$ cat src/rtl/door_pkg.sv
// ----------------------------------------------------------------------------
// door_pkg
// Shared definitions for the door sequencer: the FSM state encoding and the
// helpers used to size counters from parameters.
// No ports (package).
// ----------------------------------------------------------------------------
package door_pkg;

   typedef enum logic [1:0] {
      ST_CLOSED  = 2'd0,
      ST_OPENING = 2'd1,
      ST_OPEN    = 2'd2,
      ST_CLOSING = 2'd3
   } door_state_t;

   // Bits needed to hold values 0..max_val; never less than one bit.
   function automatic int cnt_w(input int max_val);
      int w;
      w = $clog2(max_val + 1);
      return (w < 1) ? 1 : w;
   endfunction

   function automatic int max2(input int a, input int b);
      return (a > b) ? a : b;
   endfunction

endpackage

$ cat src/rtl/door_sequencer_if.sv
// ----------------------------------------------------------------------------
// door_sequencer_if
// Request/sensor inputs and motor/status outputs of the door sequencer.
//   open_req    : request to open or reopen
//   close_req   : request to close early while open
//   obstruct    : obstruction sensor level, high = blocked
//   moving      : car-in-motion level, inhibits opening
//   motor_open  : drive door open
//   motor_close : drive door closed
//   door_closed : door fully closed, car may move
//   done        : one-cycle pulse when a door cycle completes
//   err         : sticky fault, motion seen while door not closed
// master = the controller/environment side, slave = the sequencer.
// ----------------------------------------------------------------------------
interface door_sequencer_if;

   logic open_req;
   logic close_req;
   logic obstruct;
   logic moving;
   logic motor_open;
   logic motor_close;
   logic door_closed;
   logic done;
   logic err;

   modport master (
      output open_req, close_req, obstruct, moving,
      input  motor_open, motor_close, door_closed, done, err
   );

   modport slave (
      input  open_req, close_req, obstruct, moving,
      output motor_open, motor_close, door_closed, done, err
   );

endinterface

$ cat src/rtl/door_sequencer_tick_prescaler.sv
// ----------------------------------------------------------------------------
// tick_prescaler
// Divides clk down to a one-cycle timing tick every DIV cycles. The count
// restarts from zero whenever clr is high, so the owner can align the tick
// grid to the start of a timed interval.
//   clk   : system clock
//   rst_n : synchronous active-low reset
//   clr   : restart the count at zero on the next edge
//   tick  : high for the cycle in which the count equals DIV-1
// ----------------------------------------------------------------------------
module tick_prescaler
   import door_pkg::*;
#(
   parameter int DIV = 50_000_000
) (
   input  logic clk,
   input  logic rst_n,
   input  logic clr,
   output logic tick
);

   localparam int            PW   = cnt_w(DIV);
   localparam logic [PW-1:0] LAST = PW'(DIV - 1);

   logic [PW-1:0] cnt;

   always_ff @(posedge clk) begin
      if (!rst_n || clr || (cnt == LAST)) begin
         cnt <= '0;
      end else begin
         cnt <= cnt + PW'(1);
      end
   end

   assign tick = (cnt == LAST);

endmodule

$ cat src/rtl/door_sequencer.sv
// ----------------------------------------------------------------------------
// door_sequencer
// Elevator door controller: CLOSED -> OPENING -> OPEN -> CLOSING -> CLOSED,
// with hold restart on obstruction/reopen, early close, reversal while
// closing, and a sticky fault when the car moves with the door not closed.
//   clk   : system clock, rising edge
//   rst_n : synchronous active-low reset
//   bus   : door_sequencer_if.slave (requests/sensors in, motors/status out)
// Parameters: DIV (clk cycles per tick), MOVE_TICKS (travel time in ticks),
// HOLD_TICKS (dwell time fully open in ticks).
// ----------------------------------------------------------------------------
module door_sequencer
   import door_pkg::*;
#(
   parameter int DIV        = 50_000_000,
   parameter int MOVE_TICKS = 2,
   parameter int HOLD_TICKS = 3
) (
   input logic            clk,
   input logic            rst_n,
   door_sequencer_if.slave bus
);

   localparam int            TW        = cnt_w(max2(MOVE_TICKS, HOLD_TICKS));
   localparam logic [TW-1:0] MOVE_LAST = TW'(MOVE_TICKS - 1);
   localparam logic [TW-1:0] HOLD_LAST = TW'(HOLD_TICKS - 1);

   door_state_t   state;
   door_state_t   state_nxt;
   logic [TW-1:0] tick_cnt;
   logic          tick;
   logic          restart;
   logic          clr;
   logic          move_done;
   logic          hold_done;

   logic motor_open_d, motor_close_d, door_closed_d, done_d, err_d;
   logic motor_open_q, motor_close_q, door_closed_q, done_q, err_q;

   tick_prescaler #(.DIV(DIV)) u_prescaler (
      .clk   (clk),
      .rst_n (rst_n),
      .clr   (clr),
      .tick  (tick)
   );

   // The last tick of an interval is the one seen while tick_cnt already
   // holds N-1, so the transition edge closes exactly N*DIV cycles.
   assign move_done = tick && (tick_cnt == MOVE_LAST);
   assign hold_done = tick && (tick_cnt == HOLD_LAST);

   // Timing restarts on any state change and on a hold restart.
   assign clr = restart || (state_nxt != state);

   always_ff @(posedge clk) begin
      if (!rst_n) begin
         state         <= ST_CLOSED;
         tick_cnt      <= '0;
         motor_open_q  <= 1'b0;
         motor_close_q <= 1'b0;
         door_closed_q <= 1'b1;
         done_q        <= 1'b0;
         err_q         <= 1'b0;
      end else begin
         state <= state_nxt;
         if (clr) begin
            tick_cnt <= '0;
         end else if (tick && (state != ST_CLOSED)) begin
            // CLOSED is untimed; counting there would let tick_cnt wrap.
            tick_cnt <= tick_cnt + TW'(1);
         end
         motor_open_q  <= motor_open_d;
         motor_close_q <= motor_close_d;
         door_closed_q <= door_closed_d;
         done_q        <= done_d;
         err_q         <= err_d;
      end
   end

   always_comb begin
      state_nxt = state;
      restart   = 1'b0;
      case (state)
         ST_CLOSED: begin
            if (bus.open_req && !bus.moving) state_nxt = ST_OPENING;
         end
         ST_OPENING: begin
            if (move_done) state_nxt = ST_OPEN;
         end
         ST_OPEN: begin
            // Obstruction or reopen request keeps the door open and
            // outranks both the early close and the hold expiry.
            if (bus.obstruct || bus.open_req) begin
               restart = 1'b1;
            end else if (bus.close_req || hold_done) begin
               state_nxt = ST_CLOSING;
            end
         end
         ST_CLOSING: begin
            if (bus.obstruct || bus.open_req) begin
               state_nxt = ST_OPENING;
            end else if (move_done) begin
               state_nxt = ST_CLOSED;
            end
         end
         default: state_nxt = ST_CLOSED;
      endcase
   end

   // Outputs are decoded from the next state and registered, so they line
   // up with the state register rather than lagging it by a cycle.
   always_comb begin
      motor_open_d  = (state_nxt == ST_OPENING);
      motor_close_d = (state_nxt == ST_CLOSING);
      door_closed_d = (state_nxt == ST_CLOSED);
      done_d        = (state == ST_CLOSING) && (state_nxt == ST_CLOSED);
      err_d         = err_q || (bus.moving && (state != ST_CLOSED));
   end

   assign bus.motor_open  = motor_open_q;
   assign bus.motor_close = motor_close_q;
   assign bus.door_closed = door_closed_q;
   assign bus.done        = done_q;
   assign bus.err         = err_q;

endmodule

$ cat src/flat_wrapper.sv
// flat-port wrapper written by rule: the top's interface ports become plain ports
module door_sequencer_flat import door_pkg::*;
#(
   parameter int DIV        = 50_000_000,
   parameter int MOVE_TICKS = 2,
   parameter int HOLD_TICKS = 3
)
  (clk, rst_n, bus_open_req, bus_close_req, bus_obstruct, bus_moving, bus_motor_open, bus_motor_close, bus_door_closed, bus_done, bus_err);
  door_sequencer_if bus_i ();
  input logic clk;
  input logic rst_n;
  input wire logic [$bits(bus_i.open_req)-1:0] bus_open_req;
  input wire logic [$bits(bus_i.close_req)-1:0] bus_close_req;
  input wire logic [$bits(bus_i.obstruct)-1:0] bus_obstruct;
  input wire logic [$bits(bus_i.moving)-1:0] bus_moving;
  output wire logic [$bits(bus_i.motor_open)-1:0] bus_motor_open;
  output wire logic [$bits(bus_i.motor_close)-1:0] bus_motor_close;
  output wire logic [$bits(bus_i.door_closed)-1:0] bus_door_closed;
  output wire logic [$bits(bus_i.done)-1:0] bus_done;
  output wire logic [$bits(bus_i.err)-1:0] bus_err;
  assign bus_i.open_req = bus_open_req;
  assign bus_i.close_req = bus_close_req;
  assign bus_i.obstruct = bus_obstruct;
  assign bus_i.moving = bus_moving;
  assign bus_motor_open = bus_i.motor_open;
  assign bus_motor_close = bus_i.motor_close;
  assign bus_door_closed = bus_i.door_closed;
  assign bus_done = bus_i.done;
  assign bus_err = bus_i.err;
  door_sequencer #(.DIV(DIV), .MOVE_TICKS(MOVE_TICKS), .HOLD_TICKS(HOLD_TICKS)) u_core (.clk(clk), .rst_n(rst_n), .bus(bus_i));
endmodule
$ cat config.mk
export PLATFORM = sky130hd
export DESIGN_NAME = door_sequencer_flat
export DESIGN_NICKNAME = d
export VERILOG_FILES = /design/src/rtl/door_pkg.sv /design/src/rtl/door_sequencer_if.sv /design/src/rtl/door_sequencer_tick_prescaler.sv /design/src/rtl/door_sequencer.sv /design/src/flat_wrapper.sv
export SDC_FILE = /design/constraint.sdc
export NUM_CORES = 1
export LEC_CHECK = 0
export CAP_MARGIN = 20
export CELL_PAD_IN_SITES_DETAIL_PLACEMENT = 0
export CELL_PAD_IN_SITES_GLOBAL_PLACEMENT = 2
export CORE_UTILIZATION = 32
export CTS_CLUSTER_SIZE = 16
export DETAILED_ROUTE_END_ITERATION = 10
export PLACE_DENSITY = 0.8
export SLEW_MARGIN = 20
export SYNTH_ARGS = -nofsm -noshare
export SYNTH_HDL_FRONTEND = slang
export SYNTH_SLANG_ARGS = --single-unit
$ cat constraint.sdc
create_clock -name clk -period 1.7 [get_ports clk]
set_input_delay 0.17 -clock clk [delete_from_list [all_inputs] [get_ports clk]]
set_output_delay 0.17 -clock clk [all_outputs]
set_load 0.02 [all_outputs]
# ---- Word-level counts from Yosys, hierarchy flattened
# Cells that the tools add are included.
dict set report word_totals {
  register_bits 35
  inputBits 6
  out_inout_bits 5
  wordCells 47
}
dict set report classes {
  addsub 2
  n_eq_ne 9
  muxes 9
  n_bitwise 1
  n_reduce_logical 18
}
# op count
set op_table {}
lappend op_table {{$add 26x1->26 const B} 1}
lappend op_table {{$eq 26x26->1 const B} 1}
lappend op_table {{$mux 2} 6}
lappend op_table {{$eq 2x2->1 const B} 4}
lappend op_table {{$pmux 2 s4} 1}
lappend op_table {{$eq 2x1->1 const B} 3}
lappend op_table {{$logic_and 1x1->1} 6}
lappend op_table {{$logic_or 1x1->1} 6}
lappend op_table {{$logic_not 2->1} 2}
lappend op_table {{$add 2x1->2 const B} 1}
lappend op_table {{$logic_not 1->1} 2}
lappend op_table {{$mux 1} 2}
lappend op_table {{$ne 2x2->1} 1}
lappend op_table {{$reduce_bool 2->1} 1}
lappend op_table {{$reduce_or 2->1} 1}
lappend op_table {{$not 1->1} 1}

# ---- Logic depth before layout (Yosys ltp)
dict set report depth {
  ltp_word 10
  mapped_depth 7
  mapped_depth_nobuf 6
}

# ---- Modules after synthesis
# From an unflattened synthesis, not the netlist that was laid out.
dict set report hier_totals {
  cells_unflattened 202
  area_unflattened_um2 1705.4
}
# mod instances cells_each area_each_um2 seq_area_each_um2
set by_module_without_submodules {}
lappend by_module_without_submodules {tick_prescaler 1 155 1291.2 520.5}
lappend by_module_without_submodules {door_sequencer 1 47 414.1 180.2}

# ---- Worst setup path before layout
# OpenSTA, ideal clock, no wires.
dict set report synth_path {
  path_type {register -> register}
  startpoint {reg u_core.u_prescaler.cnt[0]}
  endpoint {reg u_core.motor_close_q (netlist: u_core.bus.motor_close)}
  setup_ns 0.115
  arrival_time_ns 1.605
  t_required_ns 1.585
  slack_ns -0.020
  stages_incl_launch_ff 7
  path_buffers 0
  period_less_slack_ns 1.720
  cell_sequence {dfxtp_1 -> ha_1 -> nand3_2 -> nor4_4 -> and4_2 -> o211ai_1 -> and3_1}
}
dict set report synth_between {
  elab_chain_cells 7
  word_cells_on_any_way 11
  cone_classes {2 x eq/ne; 6 x mux; 3 x reduce/logical}
}
# item line
set synth_lines {}
lappend synth_lines {{start, declared} door_sequencer_tick_prescaler.sv:25} ;# logic [PW-1:0] cnt;
lappend synth_lines {{start signal, assigned} door_sequencer_tick_prescaler.sv:31} ;# cnt <= cnt + PW'(1);
lappend synth_lines {{$eq 26x26->1 *} door_sequencer_tick_prescaler.sv:35} ;# assign tick = (cnt == LAST);
lappend synth_lines {{$logic_and 1x1->1} door_sequencer.sv:50} ;# assign hold_done = tick && (tick_cnt == HOLD_LAST);
lappend synth_lines {{$logic_or 1x1->1} door_sequencer.sv:95} ;# end else if (bus.close_req || hold_done) begin
lappend synth_lines {{$mux 2} door_sequencer.sv:95}
lappend synth_lines {{$mux 2} door_sequencer.sv:93} ;# if (bus.obstruct || bus.open_req) begin
lappend synth_lines {{$pmux 2 s4 *} door_sequencer.sv:83} ;# case (state)
lappend synth_lines {{$eq 2x2->1 *} door_sequencer.sv:114} ;# motor_close_d = (state_nxt == ST_CLOSING);
lappend synth_lines {{end signal, assigned} door_sequencer.sv:73} ;# motor_close_q <= motor_close_d;
lappend synth_lines {{end, declared} door_sequencer.sv:38} ;# logic motor_open_q, motor_close_q, door_closed_q, done_q, err_q;
# Mark *: on every way between the ends. The rest lies on a longest branch, timed or not.
# A chain may end at the register's enable or synchronous reset.

# ---- Worst setup path after layout
dict set report layout_path {
  startpoint {reg u_core.u_prescaler.cnt[18]}
  endpoint {reg u_core.motor_close_q (netlist: u_core.bus.motor_close)}
}
# Same word-level chain as after synthesis.

==> qor_table.md <==
| Item | Value |
|---|---|
| Run status | complete, but fails checks |
| Failing checks | negative setup slack |
| Gate count after technology mapping | 183 |
| Final RePlAce weighted congestion | 0.8092 |
| Warning count from the yosys run | 0 |
| Number of max-cap violations | 0 |
| Worst-path cell chain | buf_4 > or4_4 > nor4_4 > and3_1 > o21ai_2 > and3_1 |
| Wire length of the first global-routing pass | 6.044 mm |
| # placed instances | 289 |
| Cell variety after synth | 39 |
| Clock-pin slew on the worst setup and hold paths | 0.06 ns |
| Clock tree root buffer cell | clkbuf_8 |
| Critical Path Start | u_core.u_prescaler.cnt[18] |
| CP arrival | 1.97 ns |
| DRC errors left | 0 |
| Filler cells | 480 |
| Top-Level Pins | 11 |
| Capturing element type of the critical path | register |
| Full die area | 5408 um^2 |
| Share of total power in combinational logic | 6.0% |
| Clk sinks | 35 |
| Residual antenna-violating net count after detailed routing | 0 |
| Number of buffers inserted during clock tree synthesis | 5 |
| Most common library cell in the layout ignoring fill and taps | buf_4 |
| Longest individual stage delay on the worst path | 0.48 ns |
| Final nets | 241 |
| HP Class | reg2reg |
| Hold Slack | 0.4631 ns |
| Fraction of the yosys area taken by sequential cells | 42.78% |
| Signed area change from the synthesized netlist to the final layout | 37.51% |
| Post-synth net total | 192 |
| Total core area | 4817 um^2 |
| Final worst-path setup slack | -0.09616 ns |
| Die X | 73.54 um |
| Register-to-register setup slack | -0.1 ns |
| Cell type with the highest occurrence count on the critical path | and3_1 |
| Worst Tran Pin Value | 0.3584 ns |
| Detailed-route wire length | 3.439 mm |
| Top cell family by delay on the critical path | simple AND/OR/NAND/NOR gates |
| Number of slew-limit violations in the final report | 0 |
| Number of levels in the clock H-tree | 2 |
| Critical path depth in cells | 6 |
| Routed via count | 1402 |
| Die H | 73.54 um |
| Cell count of the worst reg-to-reg path | 6 |
| Worst slew margin | 75.85% |
| Antenna violations before repair | 0 |
| First-pass DRT Iterations | 4 |
| Pin count of the biggest net entering global routing | 25 |
| Sequential cell fraction of total power | 53.1% |
| Latest clock arrival within the worst-skew pair | 0.28 ns |
| ANT cells | 0 |
| Power spent charging and discharging nets | 0.3377 mW |
| Internal power contribution | 1.252 mW |
| TritonCTS clock tree | done |
| Clock skew after layout | 0.003666 ns |
| Flip-flop and latch count after synthesis | 35 |
| Hold Vio Cnt, Final | 0 |
| Worst-path fanout max | 5 |
| IR Drop Worst-Case VDD | 0.4483 mV |
| Share of final-layout standard cells stronger than drive strength 1 | 28.33% |
| Number of buffers inserted by port buffering | 10 |
| HPWL after detailed placement | 2.595 mm |
| Via count of the first global-routing pass | 1407 |
| Starting utilization of the core area | 34.00% |
| Number of placement rows | 25 |
| CP Class | reg2reg |
| Initial drt markers | 35 |
| Worst Path Required | 1.88 ns |
| Synthesized area | 1638 um^2 |
| Pre-CTS WS | -0.1099 ns |
| Filler-free cell count of the finished design | 300 |
| Highest clock frequency the design can meet | 556.7 MHz |
| Post-cts hold buffer count | 0 |
| Synthesized area per cell | 8.950 um^2 |
| Residual overflow from global routing | 0 |
| Top library cells by usage in the layout, fill and taps aside | 34 x buf_4, 33 x nor2_1, 30 x dfxtp_1, 18 x xor2_1, 11 x nand3_1 |
| Critical Path Slowest Stage Cell | or4_4 |
| Share of total power in the clock network | 40.9% |
| Pwr per Cell Area | 705.6 nW/um^2 |
| Final setup fails | 9 |
| Overall track demand over capacity in global routing | 14.80% |
| RSZ-0062 raised after global routing | yes |
| Leak | 0.8649 nW |
| Via density per instance | 4.673 |
| Endpoint of the most critical register-to-register path | u_core.bus.motor_close |
| Min Clock Period, post-route | 1.796 ns |
| Startpoint types | register |
| Worst Path Buf+Inv | 1 |
| Source of the worst register-to-register timing path | u_core.u_prescaler.cnt[18] |
| Sw frac | 21.25% |
| Detailed-route wire length per cell | 11.46 um |
| Buffer levels on the longest clock path | 2 |
| Critical path destination | u_core.bus.motor_close |
| Part of the cycle the worst path needs | 105.7% |
-- worst reg2reg max path: cells and delay by family (launching register included) --
family | cells | cell delay (ns)
compound gates | 1 | 0.09
buf+inv | 1 | 0.13
flops | 1 | 0.32
simple gates | 4 | 1.15
-- sequential cells by signal, summed over array words and instances (netlist names) --
register / flops
u_core.bus.motor_open: 1
u_core.bus.door_closed: 1
u_core.tick_cnt: 2
u_core.state: 2
u_core.bus.motor_close: 1
u_core.u_prescaler.cnt: 26
u_core.bus.err: 1
u_core.bus.done: 1
-- metal layers --
layer	routed length [um]	share of wire, %	GRT usage, %
met5	0	0	0
met1	1650	48	17.24
met3	101	2.9	4.527
met2	1612	47	24.46
met4	74	2.2	7.479
-- cells in the mapped netlist --
| master | number | area share (%) |
|---|---|---|
| dfxtp_1 | 35 | 43 |
| nor2_1 | 33 | 7.6 |
| xor2_1 | 18 | 9.6 |
| nand3_1 | 11 | 3.4 |
| nand2_1 | 9 | 2.1 |
| nand4_1 | 8 | 3.1 |
| inv_1 | 6 | 1.4 |
| o21ai_0 | 6 | 1.8 |
| xnor2_1 | 6 | 3.2 |
| and2_1 | 5 | 1.9 |
| a21oi_1 | 4 | 1.2 |
| and3_1 | 4 | 1.5 |
| ha_1 | 3 | 2.3 |
| nor3_1 | 3 | 0.92 |
| or3_1 | 3 | 1.1 |
| buf_2 | 2 | 0.61 |
| nand2b_1 | 2 | 0.76 |
| nand3_2 | 2 | 1.2 |
| nor2b_1 | 2 | 0.76 |
| nor4_2 | 2 | 1.5 |
| a41oi_1 | 1 | 0.53 |
| and3_2 | 1 | 0.46 |
| and4_1 | 1 | 0.53 |
| and4_2 | 1 | 0.61 |
| buf_6 | 1 | 0.69 |
| nand2_2 | 1 | 0.38 |
| nand3b_1 | 1 | 0.46 |
| nor3_2 | 1 | 0.61 |
| nor3b_1 | 1 | 0.46 |
| nor3b_2 | 1 | 0.76 |
| nor4_1 | 1 | 0.38 |
| nor4_4 | 1 | 1.3 |
| o211a_1 | 1 | 0.61 |
| o211ai_1 | 1 | 0.46 |
| o21ai_2 | 1 | 0.53 |
| or4_1 | 1 | 0.46 |
| or4_4 | 1 | 0.69 |
| or4b_1 | 1 | 0.61 |
| or4bb_1 | 1 | 0.69 |
-- worst min path at each step --
stage / slack, ns / depth (start not counted) / start / to
detailed placement: 0.45 / 2 / u_core.bus.err / u_core.bus.err
global route: 0.50 / 2 / u_core.bus.err / u_core.bus.err
finish: 0.46 / 2 / u_core.bus.err / u_core.bus.err
CTS: 0.46 / 2 / u_core.bus.err / u_core.bus.err
global placement: 0.43 / 2 / u_core.bus.err / u_core.bus.err
floorplan: 0.25 / 1 / rst_n / u_core.bus.door_closed
-- kinds of logic (layout without fill, tap and decap cells) --
group           count (synthesis)  after routing  synth area share [%]
compound gates                 14             14                 5.195
xor+xnor                       24             24                 12.83
fa+ha+maj                       3              3                 2.292
buf+inv                         9             59                 2.674
flops                          35             35                 42.78
simple gates                   98             98                 34.22
-- stage by stage --
stage	power [mW]	utilization [%]	TNS, ns	area [um^2]
finish	1.589	46.75	-0.5812	2252
global route	1.662	46.75	-3.187	2252
CTS	1.606	45.61	-0.6868	2197
detailed placement	0.9522	42.75	-0.6309	2059
global placement	0.9487	42.75	-0.1925	2059
floorplan	0.8992	-	-0.001565	1644
-- power by group through the flow --
stage	clock network, mW	registers, mW	logic (mW)
after CTS	0.672	0.840	0.0939
after global placement	0	0.859	0.0898
after global routing	0.712	0.845	0.105
final	0.649	0.844	0.0959
after detailed placement	0	0.859	0.0931
after floorplan	0	0.865	0.0344
-- layout make-up --
type                       instances  area [um^2]  area share [%]
clock buffer                       8        100.1           4.444
inverter                           6        22.52           1.000
multi-input combinational        139        963.4           42.78
sequential                        35        706.9           31.39
tap                               67        83.83           3.722
timing repair buffer              45        375.4           16.67
-- what timing repair did --
action | CTS | global route
setup buffers | 2 | 1
gates resized for setup | 8 | 11
pin swaps | 9 | 6
endpoints found under the setup margin | 32 | 33
Note: power is estimated with default switching activity, not from simulation.
